<file path="config.mk">
export PLATFORM = sky130hd
export DESIGN_NAME = sie_tx_packetizer
export DESIGN_NICKNAME = d
export VERILOG_FILES = /design/src/rtl/sie_tx_packetizer.sv
export SDC_FILE = /design/constraint.sdc
export NUM_CORES = 1
export LEC_CHECK = 0
export ABC_AREA = 1
export CORE_MARGIN = 3
export CORE_UTILIZATION = 54
export CTS_CLUSTER_SIZE = 10
export DETAILED_ROUTE_END_ITERATION = 10
export PLACE_DENSITY = 0.89
export SYNTH_ARGS = -nofsm -noshare
export SYNTH_HDL_FRONTEND = slang
export SYNTH_SLANG_ARGS = --single-unit
</file>
<file path="constraint.sdc">
create_clock -name SIE_clk -period 3.1 [get_ports SIE_clk]
set_clock_uncertainty 0.2 [all_clocks]
set_input_delay 0.62 -clock SIE_clk [delete_from_list [all_inputs] [get_ports SIE_clk]]
set_output_delay 0.62 -clock SIE_clk [all_outputs]
set_load 0.02 [all_outputs]
</file>
<file path="src/rtl/sie_tx_packetizer.sv">
// SIE transmit packetizer: turns token, handshake, SOF and data requests into a
// UTMI byte stream, appending CRC5 to tokens/SOF and CRC16 to data payloads.
module sie_tx_packetizer #(
  parameter int MAX_PAYLOAD = 64
) (
  input  logic        SIE_clk,
  input  logic        rst,
  input  logic [7:0]  PID,
  input  logic [6:0]  device_address,
  input  logic [3:0]  endpoint_address,
  input  logic [6:0]  data_length,
  input  logic        PID_ready,
  input  logic        send_SOF_packet,
  input  logic [10:0] frame_num_SIE,
  input  logic [7:0]  tx_sie_data,
  input  logic        tx_fifo_empty,
  output logic        tx_fifo_r_en,
  output logic [7:0]  utmi_tx_data,
  output logic        utmi_tx_valid,
  input  logic        utmi_tx_ready,
  output logic        busy,
  output logic        tx_done,
  output logic        tx_underrun,
  output logic        req_overrun
);

  typedef enum logic [2:0] {
    S_IDLE, S_PID, S_TOK1, S_TOK2, S_DATA, S_CRC_LO, S_CRC_HI, S_DONE
  } state_t;

  typedef enum logic [1:0] {C_TOKEN, C_HAND, C_DATA} class_t;

  localparam logic [6:0] MAX_LEN = 7'(MAX_PAYLOAD);

  function automatic logic [4:0] crc5_calc(input logic [10:0] field);
    logic [4:0] c;
    c = 5'h1F;
    for (int i = 0; i < 11; i++) begin
      if (c[0] ^ field[i]) c = (c >> 1) ^ 5'h14;
      else                 c = c >> 1;
    end
    return ~c;
  endfunction

  // Running register is kept un-inverted; inversion happens when the CRC bytes go out.
  function automatic logic [15:0] crc16_byte(input logic [15:0] crc, input logic [7:0] b);
    logic [15:0] c;
    c = crc;
    for (int i = 0; i < 8; i++) begin
      if (c[0] ^ b[i]) c = (c >> 1) ^ 16'hA001;
      else             c = c >> 1;
    end
    return c;
  endfunction

  state_t      state_q, state_d;
  class_t      cls_q, cls_d;
  logic [7:0]  pid_q, pid_d;
  logic [15:0] field_q, field_d;
  logic [6:0]  rem_q, rem_d;
  logic [15:0] crc_q, crc_d;
  logic [7:0]  byte_q, byte_d;
  logic        vld_q, vld_d;
  logic        busy_q, busy_d;
  logic        done_q, done_d;
  logic        ovr_q, ovr_d;

  logic        pid_ok;
  class_t      pid_cls;
  logic        in_data;
  logic        accept;
  logic        req_any;

  always_comb begin
    pid_ok  = 1'b0;
    pid_cls = C_TOKEN;
    if (PID[7:4] == ~PID[3:0]) begin
      case (PID[3:0])
        4'b0001, 4'b1001, 4'b1101: begin pid_ok = 1'b1; pid_cls = C_TOKEN; end
        4'b0011, 4'b1011:          begin pid_ok = 1'b1; pid_cls = C_DATA;  end
        4'b0010, 4'b1010, 4'b1110: begin pid_ok = 1'b1; pid_cls = C_HAND;  end
        default: ;
      endcase
    end
  end

  // Payload bytes stream straight from the FIFO head; all other bytes come from byte_q.
  assign in_data       = (state_q == S_DATA);
  assign utmi_tx_valid = in_data ? ~tx_fifo_empty : vld_q;
  assign utmi_tx_data  = in_data ? tx_sie_data : byte_q;
  assign accept        = utmi_tx_valid & utmi_tx_ready;
  assign tx_fifo_r_en  = in_data & accept;
  assign tx_underrun   = in_data & tx_fifo_empty;
  assign busy          = busy_q;
  assign tx_done       = done_q;
  assign req_overrun   = ovr_q;
  assign req_any       = PID_ready | send_SOF_packet;

  always_comb begin
    state_d = state_q;
    cls_d   = cls_q;
    pid_d   = pid_q;
    field_d = field_q;
    rem_d   = rem_q;
    crc_d   = crc_q;
    ovr_d   = (state_q != S_IDLE) & req_any;

    case (state_q)
      S_IDLE: begin
        crc_d = 16'hFFFF;
        if (send_SOF_packet) begin
          state_d = S_PID;
          cls_d   = C_TOKEN;
          pid_d   = 8'hA5;
          field_d = {crc5_calc(frame_num_SIE), frame_num_SIE};
          ovr_d   = PID_ready;
        end else if (PID_ready && pid_ok) begin
          state_d = S_PID;
          cls_d   = pid_cls;
          pid_d   = PID;
          field_d = {crc5_calc({endpoint_address, device_address}),
                     endpoint_address, device_address};
          rem_d   = (data_length > MAX_LEN) ? MAX_LEN : data_length;
        end
      end
      S_PID: begin
        if (accept) begin
          case (cls_q)
            C_TOKEN: state_d = S_TOK1;
            C_HAND:  state_d = S_DONE;
            default: state_d = (rem_q == 7'd0) ? S_CRC_LO : S_DATA;
          endcase
        end
      end
      S_TOK1: if (accept) state_d = S_TOK2;
      S_TOK2: if (accept) state_d = S_DONE;
      S_DATA: begin
        if (tx_fifo_empty) begin
          state_d = S_IDLE;
        end else if (accept) begin
          crc_d = crc16_byte(crc_q, tx_sie_data);
          rem_d = rem_q - 7'd1;
          if (rem_q == 7'd1) state_d = S_CRC_LO;
        end
      end
      S_CRC_LO: if (accept) state_d = S_CRC_HI;
      S_CRC_HI: if (accept) state_d = S_DONE;
      S_DONE:   state_d = S_IDLE;
      default:  state_d = S_IDLE;
    endcase
  end

  // Registered outputs are computed from the next state so they line up with it.
  always_comb begin
    busy_d = (state_d != S_IDLE);
    done_d = (state_d == S_DONE);
    vld_d  = 1'b1;
    byte_d = 8'h00;
    case (state_d)
      S_PID:    byte_d = pid_d;
      S_TOK1:   byte_d = field_d[7:0];
      S_TOK2:   byte_d = field_d[15:8];
      S_CRC_LO: byte_d = ~crc_d[7:0];
      S_CRC_HI: byte_d = ~crc_d[15:8];
      default:  vld_d  = 1'b0;
    endcase
  end

  always_ff @(posedge SIE_clk or posedge rst) begin
    if (rst) begin
      state_q <= S_IDLE;
      cls_q   <= C_TOKEN;
      pid_q   <= 8'h00;
      field_q <= 16'h0000;
      rem_q   <= 7'd0;
      crc_q   <= 16'hFFFF;
      byte_q  <= 8'h00;
      vld_q   <= 1'b0;
      busy_q  <= 1'b0;
      done_q  <= 1'b0;
      ovr_q   <= 1'b0;
    end else begin
      state_q <= state_d;
      cls_q   <= cls_d;
      pid_q   <= pid_d;
      field_q <= field_d;
      rem_q   <= rem_d;
      crc_q   <= crc_d;
      byte_q  <= byte_d;
      vld_q   <= vld_d;
      busy_q  <= busy_d;
      done_q  <= done_d;
      ovr_q   <= ovr_d;
    end
  end

endmodule

</file>
==> key figures, run 1 <==
Synthesis
  – Syn Std Cell Area: 4140 µm²
  – FFs w/ async S/R, synth: 1.00
  – Post-Syn Nets: 604
  – Dominant cell type by area after synthesis: sky130_fd_sc_hd__dfrtp_1
  – Largest cells by area after synthesis: sky130_fd_sc_hd__dfrtp_1, sky130_fd_sc_hd__nand2_1, sky130_fd_sc_hd__dfstp_2
  – Synth Instances: 551
  – Commonest cells in the netlist: sky130_fd_sc_hd__nand2_1, sky130_fd_sc_hd__inv_1, sky130_fd_sc_hd__dfrtp_1
  – Fraction of the yosys area taken by sequential cells: 0.392
  – Fraction of post-synthesis cell area in the top cell type by area: 0.290
  – Average instance area after synthesis: 7.50 µm²
  – Number of enable flip-flop cells after synthesis: 0
  – Number of different library cells in the post-synthesis netlist: 41
  – Synthesis warning total: 0
  – Ys flop type: sky130_fd_sc_hd__dfrtp_1
  – Seq cells post-synth: 64
  – Leading cell type by number of instances after synthesis: sky130_fd_sc_hd__nand2_1

Clock network
  – TritonCTS clock tree: built
  – Maximum buffer depth of the clock tree: 2
  – Clock latency reported for the late side of the worst-skew pair: 350 ps
  – Clock transition at path regs: 70 ps
  – Number of buffers created by CTS: 9
  – Clk Tree Root Cell: sky130_fd_sc_hd__clkbuf_8
  – Hold buffer count at cts: 0
  – Number of levels in the clock H-tree: 3
  – Number of sinks on the clock net: 64

Timing
  – Slew of the pin with the lowest slew margin: 562 ps
  – Final critical delay including setup and external delays: 2990 ps
  – Final worst path period share: 0.963
  – Setup-violating endpoint count in the final report: 0
  – Final hold violations: 0
  – Final Slew Violations: 0
  – FMAX: 335 MHz
  – Worst-case headroom to the max-slew limit: 0.623

Critical path
  – CP Capture Type: output port
  – Standard cell with the maximum stage delay on the critical path: sky130_fd_sc_hd__clkdlybuf4s50_1
  – Delay contributed by the slowest stage of the critical path: 600 ps
  – Worst-case register-to-register setup slack: 370 ps
  – Required time worst endpoint: 2280 ps
  – Start-to-end type of the worst setup path: reg -> out
  – Startpoint types: flop
  – Most repeated library cell on the critical path: sky130_fd_sc_hd__nand2_1
  – Endpoint arrival time on the critical path: 2170 ps
  – Critical Path Fanout Max: 17
  – Ordered list of cells on the worst path: nand2_4 -> inv_2 -> buf_4 -> nand2_1 -> nand2_1 -> clkdlybuf4s50_1

Routing
  – Total wire length after detailed routing: 11.3 mm
  – Routed wire per std cell: 15.1 µm
  – Metal-1 WL: 4.75 mm
  – Vias post-DR: 4041
  – Pre-Repair DR Iteration Count: 5
  – Wire length on met3: 803 µm
  – Post-DRT Antenna Nets: 0
  – DR iter-0 viols: 299
  – Detailed-routed wire length on met2: 5.42 mm
  – Post-route DRC violation count: 0
  – Average vias per placed instance: 5.40
  – Max Used Layer: met4

GRT
  – Pin count of the biggest net entering global routing: 65
  – Wire length of the first global-routing pass: 18.5 mm
  – Vias in the first global route: 3947
  – Global-route congestion overflow total: 0
  – Initial antenna violation count: 0
  – GR Util All Layers: 0.269

Die
  – Initial core utilization: 0.564
  – Die Outline Area: 8740 µm²
  – IO Pins: 65
  – Core box area: 7330 µm²
  – Chip width: 93.5 µm
  – Core Rows: 31
  – Height of the die: 93.5 µm

Status
  – Result of the run: finished, final reports clean

Power and ir drop
  – Static leakage: 0.00247 µW
  – Part of the total power dissipated in the clock network: 0.162
  – Switch share: 0.446
  – Sequential share of power: 0.308
  – Total power: 4110 µW
  – Maximum vdd drop: 0.324 mV
  – Net switching power: 1830 µW
  – Combinational share of power: 0.530
  – Cell internal power dissipation: 2270 µW
  – Ratio of total power to cell area: 776 nW/µm²

Cells and area
  – Share of layout cells above drive strength 1: 0.162
  – Number of filler cells placed in the layout: 545
  – Antenna diodes: 0
  – Post-layout util: 0.722
  – # nets final: 697
  – Final standard cell count with taps included and fillers excluded: 748
  – Layout Area Growth over Synthesis: 27.9%

Placement
  – RD Place Congestion: 0.948
  – Number of buffer cells added on primary ports: 64
  – HPWL after detailed placement: 8.66 mm
  – Number of cells in the design after placement: 729

Flow run
  – Number of max-cap violations: 0

Hold path
  – Hold crit path type: reg -> reg
## critical path: cells and delay by family (launching register included)
kind,cells,cell delay (ps)
buffers and inverters,3,900
flip-flops,1,560
AND/OR/NAND/NOR,3,350
## placed cells by master, fill, tap and decap left out, types with 10 or more instances in the layout
master                              n
sky130_fd_sc_hd__dfstp_2           16
sky130_fd_sc_hd__o22ai_1           12
sky130_fd_sc_hd__nand2_1          161
sky130_fd_sc_hd__buf_4             24
sky130_fd_sc_hd__inv_2             11
sky130_fd_sc_hd__xor2_1            25
sky130_fd_sc_hd__clkdlybuf4s50_1   61
sky130_fd_sc_hd__dfrtp_1           48
sky130_fd_sc_hd__nor2_1            37
sky130_fd_sc_hd__xnor2_1           21
sky130_fd_sc_hd__clkbuf_8          10
sky130_fd_sc_hd__inv_1             62
sky130_fd_sc_hd__nand3_1           33
sky130_fd_sc_hd__nand2_2           12
sky130_fd_sc_hd__o21ai_0           27
sky130_fd_sc_hd__a21oi_1           18
## timing repair
item | 4_1_cts | 5_1_grt
cloned | 0 | 0
setup buffers | 1 | 2
setup endpoints to repair | 2 | 12
resized for setup | 0 | 11
pin swaps | 1 | 2
## through the flow
step	TNS [ps]	setup slack [ps]	hold slack, ps	cell area, µm²
after floorplan	0	674	246	4140
after global placement	-272	-137	266	5060
after detailed placement	-1180	-223	276	5060
after CTS	0	51.1	294	5250
after global routing	-12.4	-12.4	323	5290
final	0	115	292	5290
## power groups by stage
| stage | clock network (µW) | logic (µW) | registers, µW |
|---|---|---|---|
| after floorplan | 0 | 1440 | 1250 |
| after global placement | 0 | 2050 | 1260 |
| after detailed placement | 0 | 2110 | 1270 |
| after CTS | 665 | 2130 | 1260 |
| after global routing | 712 | 2410 | 1290 |
| final | 663 | 2180 | 1260 |
## final timing paths
path / from / to / cells after the start
worst max-delay path: state_q[2] / utmi_tx_data[6] / 6
min in group asynchronous: rst / rem_q[5] / 3
worst min-delay path: cls_q[0] / cls_q[0] / 2
worst max register to register: state_q[0] / byte_q[4] / 14
worst min register to register: cls_q[0] / cls_q[0] / 2
max in group asynchronous: rst / crc_q[12] / 3
## kinds of logic (layout without fill, tap and decap cells)
group / after synthesis / in the layout / share of synthesized area
AND/OR/NAND/NOR: 272 / 272 / 0.301
XOR/XNOR: 46 / 46 / 0.0974
flip-flops: 64 / 64 / 0.392
buffers and inverters: 81 / 179 / 0.0759
adder cells (fa/ha/maj): 2 / 2 / 0.00605
AO/OA/AOI/OAI: 86 / 86 / 0.128
## area by class of cell
type / count / area (µm²) / share of cell area
Clock buffer: 10 / 138 / 0.0260
Clock inverter: 6 / 42.5 / 0.00804
Inverter: 73 / 274 / 0.0518
Multi-Input combinational cell: 406 / 2220 / 0.420
Sequential cell: 64 / 1620 / 0.307
Tap cell: 99 / 124 / 0.0234
Timing Repair Buffer: 90 / 868 / 0.164
## state kept, by name, summed over array words and instances, names as in the netlist
| signal | flops |
|---|---|
| field_q | 16 |
| busy | 1 |
| rem_q | 7 |
| state_q | 3 |
| crc_q | 16 |
| vld_q | 1 |
| req_overrun | 1 |
| tx_done | 1 |
| byte_q | 8 |
| cls_q | 2 |
| pid_q | 8 |
## routing by layer
layer	up-vias	GRT usage
met4	0	0.112
li1	1950	-
met3	34	0.0555
met1	1876	0.345
met2	181	0.440
met5	-	0
Power figures use the tool's default switching activity.
==> inputs of run 2 (changes only) <==
--- a/config.mk
+++ b/config.mk
@@ -10,7 +10,7 @@
 export CORE_UTILIZATION = 54
 export CTS_CLUSTER_SIZE = 10
 export DETAILED_ROUTE_END_ITERATION = 10
-export PLACE_DENSITY = 0.89
+export PLACE_DENSITY = 0.8
 export SYNTH_ARGS = -nofsm -noshare
 export SYNTH_HDL_FRONTEND = slang
 export SYNTH_SLANG_ARGS = --single-unit
==> key figures, run 2 (same netlist as run 1, synthesis figures left out) <==
Die
  – Initial core utilization: 0.564
  – Chip width: 93.5 µm
  – Height of the die: 93.5 µm
  – Core box area: 7330 µm²
  – Core Rows: 31
  – Die Outline Area: 8740 µm²
  – IO Pins: 65

GRT
  – Wire length of the first global-routing pass: 18.5 mm
  – Initial antenna violation count: 0
  – Global-route congestion overflow total: 0
  – GR Util All Layers: 0.272
  – Pin count of the biggest net entering global routing: 41
  – Vias in the first global route: 4056

Critical path
  – Standard cell with the maximum stage delay on the critical path: sky130_fd_sc_hd__clkdlybuf4s50_1
  – Buffers and inverters on the worst path: 2
  – CP Capture Type: output port
  – Endpoint arrival time on the critical path: 2040 ps
  – FF-to-FF path depth: 12
  – Crit path max-delay family: buffers and inverters
  – Required time worst endpoint: 2280 ps
  – Crit Reg-Reg Startpoint: state_q[0]
  – Ordered list of cells on the worst path: nor2_4 -> nand2_4 -> buf_4 -> o21ai_0 -> clkdlybuf4s50_1
  – Critical path launch point: state_q[0]
  – Critical Path Fanout Max: 18
  – Delay contributed by the slowest stage of the critical path: 620 ps
  – Start-to-end type of the worst setup path: reg -> out
  – Total number of cells along the worst setup path: 5
  – Startpoint types: flop

Cells and area
  – Antenna diodes: 0
  – Most frequent cells in the layout: sky130_fd_sc_hd__nand2_1, sky130_fd_sc_hd__clkdlybuf4s50_1, sky130_fd_sc_hd__inv_1
  – Post-layout util: 0.721
  – Largest registers in the final layout: crc_q x16, field_q x16
  – Share of layout cells above drive strength 1: 0.155
  – Most common cell after layout, fill and taps aside: sky130_fd_sc_hd__nand2_1
  – Layout Area Growth over Synthesis: 27.9%
  – Number of filler cells placed in the layout: 581
  – Sequential standard cell area: 1620 µm²
  – # nets final: 699
  – Area of the multi-input gates: 2200 µm²

Timing
  – Final Slew Violations: 0
  – Setup-violating endpoint count in the final report: 0
  – Final setup TNS: 0 ps
  – Unrepaired setup endpoints after global routing: false
  – Final hold violations: 0
  – Worst slack on hold paths: 309 ps
  – Slew of the pin with the lowest slew margin: 643 ps
  – Final critical delay including setup and external delays: 2860 ps
  – FMAX: 349 MHz
  – Worst-case headroom to the max-slew limit: 0.568
  – Final worst path period share: 0.923

Clock network
  – Number of sinks on the clock net: 64
  – Number of levels in the clock H-tree: 3
  – TritonCTS clock tree: built
  – Clock transition at path regs: 70 ps
  – Clock latency reported for the late side of the worst-skew pair: 350 ps
  – Hold buffer count at cts: 0
  – Maximum buffer depth of the clock tree: 2
  – Clk Tree Root Cell: sky130_fd_sc_hd__clkbuf_8
  – Number of buffers created by CTS: 9

Placement
  – RD Place Congestion: 0.900
  – HPWL after detailed placement: 8.86 mm
  – Number of buffer cells added on primary ports: 64

Hold path
  – Number of cells traversed by the worst hold path: 2
  – Hold path start: field_q[8]
  – Hold crit path type: reg -> reg

Routing
  – DR iter-0 viols: 260
  – Pre-Repair DR Iteration Count: 5
  – Routed wire per std cell: 15.0 µm
  – Post-DRT Antenna Nets: 0
  – Vias post-DR: 4056
  – Total wire length after detailed routing: 11.3 mm
  – Post-route DRC violation count: 0
  – Average vias per placed instance: 5.41

Status
  – Result of the run: finished, final reports clean

Flow run
  – Number of max-cap violations: 0

Power and ir drop
  – Total power: 4160 µW
  – Maximum vdd drop: 0.457 mV
  – Static leakage: 0.00244 µW
  – Ratio of total power to cell area: 786 nW/µm²
-- run 2: repair_timing --
item | in CTS | in global routing
buffers inserted | 1 | 0
resized for setup | 0 | 3
pin swaps | 1 | 1
gates cloned | 0 | 0
endpoints found under the setup margin | 1 | 2
hold endpoints to repair | 0 | 0
-- run 2: power breakdown --
| group | total, µW | switching, µW | leakage [µW] | internal [µW] |
|---|---|---|---|---|
| Sequential | 1270 | 149 | 0.000756 | 1120 |
| Combinational | 2170 | 1340 | 0.00160 | 827 |
| Clock | 723 | 349 | 0.0000887 | 374 |
| Total | 4160 | 1840 | 0.00244 | 2320 |
-- run 2: layout make-up --
cell class              count  share of cell area
flip-flops and latches     64               0.307
inverters                  73              0.0518
multi-input cells         406               0.417
clock inverters             6              0.0133
repair buffers             92               0.164
well taps                  99              0.0234
clock buffers              10              0.0241
-- run 2: through the flow --
stage                     instance area (µm²)  std cells  setup WS (ps)
after floorplan                          4140        551            674
after global placement                   5070        733           13.7
after detailed placement                 5070        733           -116
after CTS                                5280        750           97.8
after global routing                     5290        750           35.0
final                                    5290        750            239
-- run 2: worst paths after layout --
kind / end / slack (ps)
setup / recovery: utmi_tx_data[0] / 240
hold / removal: field_q[8] / 310
setup reg to reg: byte_q[6] / 350
hold reg to reg: field_q[8] / 310
max in group asynchronous: crc_q[13] / 1570
min in group asynchronous: rem_q[4] / 440
-- run 2: per-layer routing --
layer | wire length [µm] | global-route usage | up-vias | share of wire
met3 | 840 | 0.0619 | 30 | 0.075
met1 | 4590 | 0.329 | 1882 | 0.41
met2 | 5510 | 0.463 | 178 | 0.49
li1 | - | - | 1966 | -
met5 | 0 | 0 | - | 0
met4 | 328 | 0.117 | 0 | 0.029
-- run 2: worst reg2reg max path, cell delays in order, from the launching register on --
cell,delay [ps]
sky130_fd_sc_hd__dfrtp_1,450
sky130_fd_sc_hd__nor2_4,160
sky130_fd_sc_hd__buf_4,180
sky130_fd_sc_hd__inv_2,60
sky130_fd_sc_hd__nor2_4,210
sky130_fd_sc_hd__inv_2,130
sky130_fd_sc_hd__nor2_1,170
sky130_fd_sc_hd__inv_2,90
sky130_fd_sc_hd__nor2_1,180
sky130_fd_sc_hd__inv_2,110
sky130_fd_sc_hd__o21ai_0,480
sky130_fd_sc_hd__a21oi_1,150
sky130_fd_sc_hd__o211ai_1,100
